[src/rtl/pipwb_ext_rv32_if.sv]
// pipwb_ext_rv32_if -- MEM-to-WriteBack bundle and register-file write port.
//   master : drives the MEM bundle (iVALID .. iADDRLO), observes the WB outputs.
//   slave  : the WriteBack stage; consumes the bundle, drives oDregWE/ADDR/DATA,
//            oLDERR and oRETIRED.
// Clock and reset are plain ports on the stage and are not carried here.
interface pipwb_ext_rv32_if #(
  parameter int XLEN  = 32,
  parameter int AW    = 5,
  parameter int CNT_W = 32
);
  logic             iVALID;
  logic             iSTALL;
  logic             iFLUSH;
  logic [AW-1:0]    iDregADDR;
  logic [1:0]       iWBSEL;
  logic [XLEN-1:0]  iALUDATA;
  logic [XLEN-1:0]  iLOADDATA;
  logic [XLEN-1:0]  iPC4;
  logic [2:0]       iFUNCT3;
  logic [1:0]       iADDRLO;
  logic             oDregWE;
  logic [AW-1:0]    oDregADDR;
  logic [XLEN-1:0]  oDregDATA;
  logic             oLDERR;
  logic [CNT_W-1:0] oRETIRED;

  modport master (
    output iVALID, iSTALL, iFLUSH, iDregADDR, iWBSEL, iALUDATA, iLOADDATA,
           iPC4, iFUNCT3, iADDRLO,
    input  oDregWE, oDregADDR, oDregDATA, oLDERR, oRETIRED
  );

  modport slave (
    input  iVALID, iSTALL, iFLUSH, iDregADDR, iWBSEL, iALUDATA, iLOADDATA,
           iPC4, iFUNCT3, iADDRLO,
    output oDregWE, oDregADDR, oDregDATA, oLDERR, oRETIRED
  );
endinterface

[src/rtl/pipwb_ext_rv32.sv]
// pipwb_ext_rv32 -- registered RV32 WriteBack stage between MEM and the regfile.
// Selects ALU / load / PC+4 as the result, aligns and extends sub-word loads,
// flags misaligned or illegal loads, suppresses x0 writes, honours stall and
// flush, and counts retired instructions. Every output is registered (1 cycle).
// Ports:
//   iCLK : clock, rising edge
//   iRST : synchronous reset, active-high
//   bus  : pipwb_ext_rv32_if slave modport (MEM bundle in, regfile write out)
module pipwb_ext_rv32 #(
  parameter int XLEN          = 32,
  parameter int AW            = 5,
  parameter int CNT_W         = 32,
  parameter int ZERO_SUPPRESS = 1
) (
  input logic               iCLK,
  input logic               iRST,
  pipwb_ext_rv32_if.slave   bus
);

  logic [XLEN-1:0]  lane_s;
  logic [XLEN-1:0]  ldData_s;
  logic             ldLegal_s;
  logic             writeOk_s;

  logic             dregWe_r;
  logic [AW-1:0]    dregAddr_r;
  logic [XLEN-1:0]  dregData_r;
  logic             ldErr_r;
  logic [CNT_W-1:0] retired_r;

  // Load alignment/extension and the x0 write-enable qualifier.
  always_comb begin
    ldData_s  = {XLEN{1'b0}};
    ldLegal_s = 1'b0;
    // Shift the addressed byte/halfword down to bit 0.
    lane_s    = bus.iLOADDATA >> {bus.iADDRLO, 3'b000};
    case (bus.iFUNCT3)
      3'b000: begin
        ldData_s  = {{(XLEN-8){lane_s[7]}}, lane_s[7:0]};
        ldLegal_s = 1'b1;
      end
      3'b100: begin
        ldData_s  = {{(XLEN-8){1'b0}}, lane_s[7:0]};
        ldLegal_s = 1'b1;
      end
      3'b001: begin
        ldData_s  = {{(XLEN-16){lane_s[15]}}, lane_s[15:0]};
        ldLegal_s = ~bus.iADDRLO[0];
      end
      3'b101: begin
        ldData_s  = {{(XLEN-16){1'b0}}, lane_s[15:0]};
        ldLegal_s = ~bus.iADDRLO[0];
      end
      3'b010: begin
        ldData_s  = lane_s;
        ldLegal_s = (bus.iADDRLO == 2'b00);
      end
      default: begin
        ldData_s  = {XLEN{1'b0}};
        ldLegal_s = 1'b0;
      end
    endcase
    // x0 writes still update DATA and retire; only the enable is dropped.
    if ((ZERO_SUPPRESS != 32'sd0) && (bus.iDregADDR == {AW{1'b0}})) begin
      writeOk_s = 1'b0;
    end else begin
      writeOk_s = 1'b1;
    end
  end

  // Output registers and retire counter: reset > flush > stall > capture.
  always_ff @(posedge iCLK) begin
    if (iRST) begin
      dregWe_r   <= 1'b0;
      dregAddr_r <= {AW{1'b0}};
      dregData_r <= {XLEN{1'b0}};
      ldErr_r    <= 1'b0;
      retired_r  <= {CNT_W{1'b0}};
    end else if (bus.iFLUSH || bus.iSTALL || !bus.iVALID) begin
      // Bubble: a held bundle must not be written twice; ADDR/DATA hold.
      dregWe_r <= 1'b0;
      ldErr_r  <= 1'b0;
    end else begin
      dregAddr_r <= bus.iDregADDR;
      case (bus.iWBSEL)
        2'b00: begin
          dregData_r <= bus.iALUDATA;
          dregWe_r   <= writeOk_s;
          ldErr_r    <= 1'b0;
          retired_r  <= retired_r + {{(CNT_W-1){1'b0}}, 1'b1};
        end
        2'b01: begin
          if (ldLegal_s) begin
            dregData_r <= ldData_s;
            dregWe_r   <= writeOk_s;
            ldErr_r    <= 1'b0;
            retired_r  <= retired_r + {{(CNT_W-1){1'b0}}, 1'b1};
          end else begin
            // Faulting load: no write, no retire, DATA keeps its old value.
            dregWe_r <= 1'b0;
            ldErr_r  <= 1'b1;
          end
        end
        2'b10: begin
          dregData_r <= bus.iPC4;
          dregWe_r   <= writeOk_s;
          ldErr_r    <= 1'b0;
          retired_r  <= retired_r + {{(CNT_W-1){1'b0}}, 1'b1};
        end
        2'b11: begin
          // Store/branch: retires without a register write.
          dregWe_r  <= 1'b0;
          ldErr_r   <= 1'b0;
          retired_r <= retired_r + {{(CNT_W-1){1'b0}}, 1'b1};
        end
        default: begin
          dregWe_r <= 1'b0;
          ldErr_r  <= 1'b0;
        end
      endcase
    end
  end

  assign bus.oDregWE   = dregWe_r;
  assign bus.oDregADDR = dregAddr_r;
  assign bus.oDregDATA = dregData_r;
  assign bus.oLDERR    = ldErr_r;
  assign bus.oRETIRED  = retired_r;

endmodule
[src/flat_wrapper.sv]
// flat-port wrapper written by rule: the top's interface ports become plain ports
module pipwb_ext_rv32_flat 
#(
  parameter int XLEN          = 32,
  parameter int AW            = 5,
  parameter int CNT_W         = 32,
  parameter int ZERO_SUPPRESS = 1
)
  (iCLK, iRST, bus_iVALID, bus_iSTALL, bus_iFLUSH, bus_iDregADDR, bus_iWBSEL, bus_iALUDATA, bus_iLOADDATA, bus_iPC4, bus_iFUNCT3, bus_iADDRLO, bus_oDregWE, bus_oDregADDR, bus_oDregDATA, bus_oLDERR, bus_oRETIRED);
  pipwb_ext_rv32_if #(.XLEN(XLEN), .AW(AW), .CNT_W(CNT_W)) bus_i ();
  input logic iCLK;
  input logic iRST;
  input wire logic [$bits(bus_i.iVALID)-1:0] bus_iVALID;
  input wire logic [$bits(bus_i.iSTALL)-1:0] bus_iSTALL;
  input wire logic [$bits(bus_i.iFLUSH)-1:0] bus_iFLUSH;
  input wire logic [$bits(bus_i.iDregADDR)-1:0] bus_iDregADDR;
  input wire logic [$bits(bus_i.iWBSEL)-1:0] bus_iWBSEL;
  input wire logic [$bits(bus_i.iALUDATA)-1:0] bus_iALUDATA;
  input wire logic [$bits(bus_i.iLOADDATA)-1:0] bus_iLOADDATA;
  input wire logic [$bits(bus_i.iPC4)-1:0] bus_iPC4;
  input wire logic [$bits(bus_i.iFUNCT3)-1:0] bus_iFUNCT3;
  input wire logic [$bits(bus_i.iADDRLO)-1:0] bus_iADDRLO;
  output wire logic [$bits(bus_i.oDregWE)-1:0] bus_oDregWE;
  output wire logic [$bits(bus_i.oDregADDR)-1:0] bus_oDregADDR;
  output wire logic [$bits(bus_i.oDregDATA)-1:0] bus_oDregDATA;
  output wire logic [$bits(bus_i.oLDERR)-1:0] bus_oLDERR;
  output wire logic [$bits(bus_i.oRETIRED)-1:0] bus_oRETIRED;
  assign bus_i.iVALID = bus_iVALID;
  assign bus_i.iSTALL = bus_iSTALL;
  assign bus_i.iFLUSH = bus_iFLUSH;
  assign bus_i.iDregADDR = bus_iDregADDR;
  assign bus_i.iWBSEL = bus_iWBSEL;
  assign bus_i.iALUDATA = bus_iALUDATA;
  assign bus_i.iLOADDATA = bus_iLOADDATA;
  assign bus_i.iPC4 = bus_iPC4;
  assign bus_i.iFUNCT3 = bus_iFUNCT3;
  assign bus_i.iADDRLO = bus_iADDRLO;
  assign bus_oDregWE = bus_i.oDregWE;
  assign bus_oDregADDR = bus_i.oDregADDR;
  assign bus_oDregDATA = bus_i.oDregDATA;
  assign bus_oLDERR = bus_i.oLDERR;
  assign bus_oRETIRED = bus_i.oRETIRED;
  pipwb_ext_rv32 #(.XLEN(XLEN), .AW(AW), .CNT_W(CNT_W), .ZERO_SUPPRESS(ZERO_SUPPRESS)) u_core (.iCLK(iCLK), .iRST(iRST), .bus(bus_i));
endmodule
[config.mk]
export PLATFORM = sky130hd
export DESIGN_NAME = pipwb_ext_rv32_flat
export DESIGN_NICKNAME = d
export VERILOG_FILES = /design/src/rtl/pipwb_ext_rv32_if.sv /design/src/rtl/pipwb_ext_rv32.sv /design/src/flat_wrapper.sv
export SDC_FILE = /design/constraint.sdc
export NUM_CORES = 1
export LEC_CHECK = 0
export ABC_AREA = 1
export CAP_MARGIN = 20
export CORE_ASPECT_RATIO = 0.75
export CORE_MARGIN = 4
export CORE_UTILIZATION = 40
export CTS_CLUSTER_SIZE = 14
export DETAILED_ROUTE_END_ITERATION = 6
export PLACE_DENSITY = 0.73
export SYNTH_ARGS = -nofsm -noshare
export SYNTH_HDL_FRONTEND = slang
export SYNTH_SLANG_ARGS = --single-unit
export TNS_END_PERCENT = 20
[constraint.sdc]
create_clock -name iCLK -period 1.77 [get_ports iCLK]
set_input_delay 0.531 -clock iCLK [delete_from_list [all_inputs] [get_ports iCLK]]
set_output_delay 0.531 -clock iCLK [all_outputs]
set_load 0.01 [all_outputs]
Word level (Yosys, flattened, before mapping)
Cells that the tools add are included.

word-level totals
  logic and storage cells = 43
  input port bits = 113
  register bits after elaboration = 71

cells by class
  reductions and logical operators = 15
  muxes and demuxes = 11
  eq/ne operators = 8
  bitwise operators = 2
  add/subtract/negate cells = 1
  shifts and indexed selects = 1

operators by type and width
  kind                                                             count
  32-bit one-hot mux with 5 select lines                           1
  32-bit one-hot mux with 3 select lines                           1
  32-bit 2-to-1 mux                                                2
  32-bit one-hot mux with 2 select lines                           1
  32-bit by 1-bit adder with 32-bit output, second input constant  1
  32-bit by 5-bit >> shifter with 32-bit output                    1
  2-bit OR reduction                                               4
  3-bit == test, second input constant                             2
  1-bit one-hot mux with 3 select lines                            2
  5-bit logical NOT                                                1
  2-bit == test, second input constant                             2
  2-bit logical NOT                                                2
  3-bit by 1-bit == test with 1-bit output, second input constant  1
  3-bit by 2-bit == test with 1-bit output, second input constant  1
  3-bit logical NOT                                                1
  1-bit 2-to-1 mux                                                 3
  3-bit AND reduction                                              1
  3-bit nonzero test                                               1
  3-bit OR reduction                                               1
  2-bit by 1-bit == test with 1-bit output, second input constant  1
  1-bit logical OR                                                 2
  2-bit by 1-bit != test with 1-bit output, second input constant  1
  1-bit inverter                                                   2
  1-bit one-hot mux with 2 select lines                            1
  2 further kinds                                                  2

Longest topological paths before layout
Gate-level depths: netlist (run 1).

  depth in word-level cells = 5
  gate-level depth with buffers = 12
  depth with buffers taken out = 10

Worst setup path before layout (run 1)
OpenSTA, ideal clock, no wires.

  kind = input to register
  start = in bus_iWBSEL[0]
  end = reg u_core.dregData_r[2] (netlist: u_core.bus.oDregDATA[2])
  path buffers = 1
  setup slack = 0.112 ns
  cell stages on the path = 8
  arrival time = 1.588 ns
  cells stage by stage = inv_1 > ha_1 > inv_1 > clkbuf_1 > a21oi_1 > nand2_1 > o21ai_0 > a21oi_1

on the way
  cells in the longest elaborated chain, start to end = 3

ends and longest elaborated chain
  item                                                                                                    RTL line               RTL
  from (decl)                                                                                             flat_wrapper.sv:17     input wire logic [$bits(bus_i.iWBSEL)-1:0] bus_iWBSEL;
  2-bit by 1-bit == test with 1-bit output, or another cell as far along                                  pipwb_ext_rv32.sv:85   case (bus.iWBSEL)
  2-bit by 1-bit != test with 1-bit output (no source line) / 3-bit nonzero test (equally long branches)  --
  3-bit AND reduction (no source line)                                                                    --
  to (signal assigned)                                                                                    pipwb_ext_rv32.sv:87   dregData_r <= bus.iALUDATA;
  to (signal assigned)                                                                                    pipwb_ext_rv32.sv:94   dregData_r <= ldData_s;
  to (signal assigned)                                                                                    pipwb_ext_rv32.sv:105  dregData_r <= bus.iPC4;
  to (decl)                                                                                               pipwb_ext_rv32.sv:27   logic [XLEN-1:0] dregData_r;

Parallel ways exist; a longest one is shown, timed or not.
A chain may end at the register's enable or synchronous reset.

Worst setup path after layout (run 1)
  start = reg u_core.dregData_r[0] (netlist: u_core.bus.oDregDATA[0])
  end = out bus_oDregDATA[0]

RTL lines
  item                    RTL line              RTL
  from (signal assigned)  pipwb_ext_rv32.sv:76  dregData_r <= {XLEN{1'b0}};
  from (signal assigned)  pipwb_ext_rv32.sv:87
  from (signal assigned)  pipwb_ext_rv32.sv:94
  to (decl)               flat_wrapper.sv:25    output wire logic [$bits(bus_i.oDregDATA)-1:0] bus_oDregDATA;

No word-level cell between the ends.

==> results of run 1 <==
==> registers in the layout (all words and copies together), names as in the netlist <==
register	count
u_core.bus.oLDERR	1
u_core.bus.oDregWE	1
u_core.bus.oDregADDR	5
u_core.bus.oRETIRED	32
u_core.bus.oDregDATA	32
==> cells by family (layout without fill, tap and decap cells) <==
kind of cell               Yosys count  in the layout  synth area share, %
AOI/OAI and AO/OA                  137            137                14.70
buffers and inverters              101            347                9.645
adders and majority gates            5              5                1.197
DFF                                 71             71                27.19
xor gates and xnor gates            13             13                2.178
and+or+nand+nor                    546            546                45.09
==> worst min-delay path by stage <==
stage | end | slack, ns | cells after the start
floorplan | u_core.bus.oDregDATA[10] | 0.49 | 2
global placement | u_core.bus.oDregDATA[15] | 0.45 | 2
detailed placement | u_core.bus.oDregDATA[9] | 0.46 | 2
CTS | u_core.bus.oDregDATA[8] | 0.46 | 2
global route | u_core.bus.oDregDATA[9] | 0.48 | 2
finish | u_core.bus.oDregDATA[13] | 0.46 | 2
==> synth_stat cells, types with 7 or more instances <==
| master | count | share of area, % |
|---|---|---|
| nand2_1 | 354 | 25 |
| a21oi_1 | 83 | 7.9 |
| nor2_1 | 83 | 6.0 |
| dfxtp_1 | 71 | 27 |
| inv_1 | 48 | 3.4 |
| nand3_1 | 38 | 3.6 |
| o21ai_0 | 26 | 2.5 |
| or2_2 | 19 | 2.3 |
| clkbuf_1 | 18 | 1.3 |
| nand3b_1 | 15 | 2.2 |
| a21oi_2 | 12 | 2.0 |
| nand2_2 | 10 | 1.2 |
| nand3_2 | 10 | 1.9 |
| xor2_1 | 10 | 1.7 |
| buf_2 | 9 | 0.86 |
| buf_4 | 9 | 1.3 |
| nor2_2 | 9 | 1.1 |
| o211ai_1 | 7 | 1.0 |
==> layer usage <==
metal  share of wire, %  vias up  wire length [microns]  global-route usage, %
met4                1.5        0                    301                  5.118
li1                   -     3255                      -                      -
met2                 44      276                   8715                  39.16
met3                9.5       30                   1879                  7.802
met5                  0        -                      0                      0
met1                 45     2909                   8885                  34.49
==> power by group through the flow <==
stage | registers, uW | clock network (uW) | logic (uW)
2_1_floorplan | 1710 | 0 | 500
3_3_place_gp | 1700 | 0 | 1120
3_5_place_dp | 1700 | 0 | 1120
4_1_cts | 1660 | 2050 | 1160
5_1_grt | 1660 | 2100 | 1310
6_report | 1660 | 2010 | 1210
==> metrics by stage <==
stage | hold slack (ns) | std cells
2_1_floorplan | 0.4884 | 873
3_3_place_gp | 0.4534 | 1261
3_5_place_dp | 0.4581 | 1261
4_1_cts | 0.4639 | 1280
5_1_grt | 0.4826 | 1285
6_report | 0.4615 | 1285
==> layout make-up <==
class / instances / share of cell area [%]
inverters: 55 / 2.624
well taps: 166 / 2.461
clock inverters: 5 / 0.9487
repair buffers: 276 / 32.82
clock buffers: 11 / 2.994
flip-flops and latches: 71 / 16.97
multi-input cells: 701 / 41.18
==> repair_timing <==
| item | in CTS | in global routing |
|---|---|---|
| setup buffers | 2 | 4 |
| setup endpoints to repair | 105 | 80 |
| endpoints found under the hold margin | 0 | 0 |
| cloned | 1 | 1 |
| gates resized for setup | 85 | 45 |
| pin swaps | 5 | 11 |
==> summary.md, run 1 <==
| Metric | Value |
|---|---|
| WP depth | 1 |
| Clk pwr share | about two fifths |
| Area of the multi-input gates | about 0.0035 sq mm |
| Final TNS setup | 0 ns |
| Sw Ratio | ~27% |
| Pint | 3572 uW |
| Most common cell after layout, fill and taps aside | nand2_1 |
| Total GRT Usage | about a quarter |
| Hpwl dp | roughly 15000 microns |
| CTS H-tree lvls | 3 |
| Max Fclk | between 0.5 and 0.6 GHz |
| Routed Antenna Nets | 0 |
| Seq/Total Area, Yosys | between 20% and 30% |
| Register area | around 0.0014 sq mm |
| Final worst setup slack | just under 0.02 ns |
| Drt total wl | between 15000 and 20000 microns |
| CTS tree | yes |
| Initial antenna violation count | 0 |
| Vias/cell | 5.035 |
| Clk_lat worst skew | around 0.34 ns |
| First-pass GRT wire length | roughly 30000 microns |
| Comb pwr share | about a quarter |
| Largest net degree at the start of global routing | 38 |
| Vias in the first global route | between 5000 and 6000 |
| Vias | between 6000 and 7000 |
| Setup violators final | 0 |
| Fin. max-slew vios | 0 |
| Crit Path Max Fanout | 2 |
| Grt ovf | 0 |
| Max Cap Viol | 0 |
| CP arrival | approximately 1.2 ns |
| Starting Density | 41.74% |
| Peak VDD IR | between 0.4 and 0.5 mV |
| CP cell instances | clkdlybuf4s50_1 |
| Clock Skew | approximately 0.0054 ns |
| Total power | roughly 4900 uW |
| #FFs+latches synth | 71 |
| DR iter-0 viols | just under 500 |
| Most frequent cells in the layout | 350 x nand2_1, 120 x clkdlybuf4s50_1, 82 x nor2_1 |
| PD cells | between 500 and 600 mW/mm^2 |
| Worst setup startpoint | u_core.bus.oDregDATA[0] |
| Netlist cell types | 34 |
| Critical Path End Type | output port |
| Status | finished clean |
| Period utilization | between 90% and 100% |
| Pre-CTS setup slack | -0.5464 ns |
| Clock transition at the registers of the reported paths | ~0.06 ns |
| Critical path endpoint | bus_oDregDATA[0] |
| WL per Instance | around 15 microns |
| Maximum buffer depth of the clock tree | 2 |
| # DRC | 0 |
| Area growth syn-to-layout | 61.46% |
| Die ar. | around 0.015 sq mm |
| Gp weighted congestion | approximately 0.98 |
| CTS buffer count | 9 |
| Asr flop ratio synth | 0% |
| Hold Path Class | reg -> reg |
| Clk root buf | clkbuf_16 |
| Clock sinks | 71 |
| Fin util | 67.39% |
| Crit path buffers/inverters | 1 |
| Reg2reg path depth | 8 |
| Worst Setup Path Type | reg -> out |
| Worst Hold Launch | u_core.bus.oDregDATA[13] |
| Hold buffer count at cts | 0 |
| Flop pwr share | about a third |
| Static leakage | 0.004107 uW |
| First-pass DRT Iterations | 5 |
| Die width | approximately 140 microns |
| PortBufs | 183 |
| Layout net count | roughly 1200 |
| Number of flops mapped to enable cells by yosys | 0 |
| Mapped Area | between 0.005 and 0.006 sq mm |
| CP startpoint kind | flip-flop |
| Final Hold Vio Count | 0 |
| Share of layout cells above drive strength 1 | 20.20% |
| Syn Inst Count | a little under 900 |
| Cell area after placement | 0.007765 sq mm |
| Diodes inserted | 0 |
| Critical R2R Launch | u_core.bus.oRETIRED[0] |
| RR Endpoint | u_core.bus.oRETIRED[16] |
| Crit path largest cell delay | ~0.54 ns |
| Slowest CP cell | clkdlybuf4s50_1 |
| Synth warn | 0 |
| Switching power | between 1000 and 1500 uW |
| Slew @ Worst Pin | 0.2695 ns |
| Rows | 35 |
| Chip height | between 100 and 150 microns |
| Crit path time final | 1.751 ns |
| Top FF cell, synth | dfxtp_1 |
| Fillers | 1077 |
| Cell family with most CP delay | buffers and inverters |
| Ports | 184 |
| Post-Syn Nets | ~1000 |
| CP Data Required Time | 1.24 ns |
| Slew Limit Headroom | between 80% and 90% |
| Syn_area_per_cell | 5.988 sq um |
| Setup slack, reg-to-reg | ~0.17 ns |
| Design area | 0.008441 sq mm |
| CORE AREA | roughly 0.013 sq mm |
No activity file was read; power rests on OpenSTA's default activity.
==> run 2: changes to the inputs <==
--- a/config.mk
+++ b/config.mk
@@ -12,7 +12,7 @@
 export CORE_UTILIZATION = 40
 export CTS_CLUSTER_SIZE = 14
 export DETAILED_ROUTE_END_ITERATION = 6
-export PLACE_DENSITY = 0.73
+export PLACE_DENSITY = 0.76
 export SYNTH_ARGS = -nofsm -noshare
 export SYNTH_HDL_FRONTEND = slang
 export SYNTH_SLANG_ARGS = --single-unit
==> constraint.sdc (replaced) <==
create_clock -name iCLK -period 1.6 [get_ports iCLK]
set_input_delay 0.48 -clock iCLK [delete_from_list [all_inputs] [get_ports iCLK]]
set_output_delay 0.48 -clock iCLK [all_outputs]
set_load 0.01 [all_outputs]
==> summary.md, run 2 (same netlist as run 1, synthesis figures left out) <==
| Metric | Value |
|---|---|
| Status | finished clean |
| Setup slack, reg-to-reg | 0.10 ns (-0.07 ns) |
| Share of layout cells above drive strength 1 | 21.75% (+1.6 points) |
| Total GRT Usage | 26.42% (+1.3 points) |
| Vias | 6603 (+2.1%) |
| Clock transition at the registers of the reported paths | 0.06 ns (about the same) |
| Crit path time final | between 1.5 and 2 ns |
| Critical R2R Launch | u_core.bus.oRETIRED[1] |
| Rows | 35 (unchanged) |
| Worst setup startpoint | u_core.bus.oRETIRED[0] |
| Pre-CTS setup slack | -0.7001 ns (-0.1537 ns) |
| Chip height | 107 microns (unchanged) |
| Initial antenna violation count | 1 (+1) |
| Period utilization | 97.96% |
| Slew Limit Headroom | 81.41% (-0.62 points) |
| CTS H-tree lvls | 3 (unchanged) |
| Routed Antenna Nets | 0 (unchanged) |
| Crit path largest cell delay | 0.34 ns (-0.20 ns) |
| Area of the multi-input gates | 0.003501 sq mm (+0.72%) |
| First-pass DRT Iterations | 7 (+2) |
| PD cells | 624.9 mW/mm^2 (+8.1%) |
| Register area | 0.001440 sq mm (+0.52%) |
| WL per Instance | 16.17 microns (+5.1%) |
| Largest net degree at the start of global routing | 34 (-11%) |
| Max Fclk | approximately 0.64 GHz |
| First-pass GRT wire length | 31880 microns (+5.6%) |
| CTS buffer count | 9 (unchanged) |
| RR Endpoint | u_core.bus.oRETIRED[16] |
| Area growth syn-to-layout | 61.42% (about the same) |
| Final Hold Vio Count | 0 (unchanged) |
| CORE AREA | 0.01252 sq mm (unchanged) |
| Slew @ Worst Pin | 0.2776 ns (+0.008138 ns) |
| DRT met1 WL | 9075 microns (+2.1%) |
| Clk root buf | clkbuf_16 |
| Maximum buffer depth of the clock tree | 2 (unchanged) |
| Hold Path Class | reg -> reg |
| Reg2reg path depth | 8 (unchanged) |
| Setup violators final | 0 (unchanged) |
| Most common cell after layout, fill and taps aside | nand2_1 |
| CP arrival | 1.09 ns (-0.13 ns) |
| Vias/cell | 5.127 (+1.8%) |
| Gp weighted congestion | 1.026 (+4.4%) |
| Layout net count | 1236 (+0.32%) |
| Hold Path Depth | 2 (unchanged) |
| CTS tree | yes |
| Clock sinks | 71 (unchanged) |
| Worst Hold End | u_core.bus.oDregDATA[15] |
| Clk_lat worst skew | 0.34 ns (about the same) |
| DR iter-0 viols | 590 (+19%) |
| Slowest CP cell | dfxtp_1 |
| # DRC | 0 (unchanged) |
| Die ar. | 0.01498 sq mm (unchanged) |
| Die width | 140.0 microns (unchanged) |
| Most frequent cells in the layout | 345 x nand2_1, 101 x clkdlybuf4s50_1, 78 x nor2_1 |
| Hold buffer count at cts | 0 (unchanged) |
| CP cell instances | buf_4, dlygate4sd2_1 |
| Top Metal Used | met5 |
| Vias in the first global route | 6159 (+3.3%) |
| Static leakage | 0.004007 uW (-2.4%) |
| Max Cap Viol | 0 (unchanged) |
| Fin util | 67.37% (about the same) |
| Worst Hold Launch | u_core.bus.oDregDATA[15] |
| Fillers | 1073 (-0.37%) |
| CP Data Required Time | 1.12 ns (-0.12 ns) |
| Hpwl dp | 15160 microns (-1.3%) |
| Met3 routed WL | 2070 microns (+10%) |
| Clock Skew | 0.01208 ns (+0.006641 ns) |
| Met2 wire length | 8972 microns (+2.9%) |
| Fin. max-slew vios | 0 (unchanged) |
| Drt total wl | 20830 microns (+5.3%) |
| Final worst setup slack | 0.03263 ns (+0.01318 ns) |
| PortBufs | 183 (unchanged) |
| Peak VDD IR | 0.5828 mV (+20%) |
| Critical Path End Type | output port |
| Ports | 184 (unchanged) |
| Crit Path Max Fanout | 5 (+3) |
| Grt ovf | 0 (unchanged) |
| Worst Setup Path Type | reg -> out |
| Diodes inserted | 0 (unchanged) |
| CP startpoint kind | flip-flop |
| Starting Density | 41.74% (unchanged) |
| RSZ-0062 raised after global routing | true |
## run 2: cell types whose count changed in the layout (fill, tap and decap cells not counted), sizes merged, moves of 2 or more
cell	change
dlygate4sd2	+31
clkbuf	+7
clkdlybuf4s50	-19
dlymetal6s2s	-17
inv	+2
## run 2: timing repair
item | in CTS | in global routing
pin swaps | 8 | 15
gates cloned | 4 | 4
resized for setup | 131 | 53
buffers inserted | 10 | 2
setup endpoints to repair | 137 | 67
## run 2: power by group
part	switching, uW	internal, uW	total [uW]
logic	686	699	1380
registers	22.7	1810	1830
clock network	772	1280	2050
## run 2: through the flow
step / TNS [ns] / power (uW) / area (sq um) / hold WS (ns) / cells
after floorplan: 0 / 2448 / 5229 / 0.4884 / 873
after global placement: -37.57 / 3124 / 7700 / 0.4526 / 1254
after detailed placement: -41.18 / 3130 / 7700 / 0.4550 / 1254
after CTS: -0.1846 / 5222 / 8234 / 0.4612 / 1283
after global routing: -0.7395 / 5497 / 8438 / 0.4783 / 1288
final: 0 / 5273 / 8438 / 0.4592 / 1288
## run 2: worst max-delay path by stage
stage / to / cells after the start
floorplan: u_core.bus.oDregDATA[12] / 8
global placement: u_core.bus.oDregDATA[7] / 7
detailed placement: u_core.bus.oRETIRED[7] / 8
CTS: bus_oRETIRED[2] / 1
global route: u_core.bus.oDregDATA[31] / 10
finish: bus_oRETIRED[0] / 2
## run 2: layout make-up
class / count / area share [%]
inverters: 55 / 2.743
clock inverters: 3 / 0.5042
multi-input cells: 701 / 41.49
flip-flops and latches: 71 / 17.07
repair buffers: 277 / 32.16
clock buffers: 12 / 3.040
well taps: 166 / 2.461
repair inverters: 3 / 0.5338
## run 2: worst max-delay path: cells and delay by family, from the launching register on
family	cells	cell delay, ns
buffers and inverters	2	0.42
DFF	1	0.34
## run 2: per-layer routing
| metal | up-vias | track usage (%) |
|---|---|---|
| met2 | 334 | 41.15 |
| met5 | - | 0 |
| met3 | 61 | 7.133 |
| met4 | 2 | 8.091 |
| met1 | 2951 | 35.77 |
| li1 | 3255 | - |
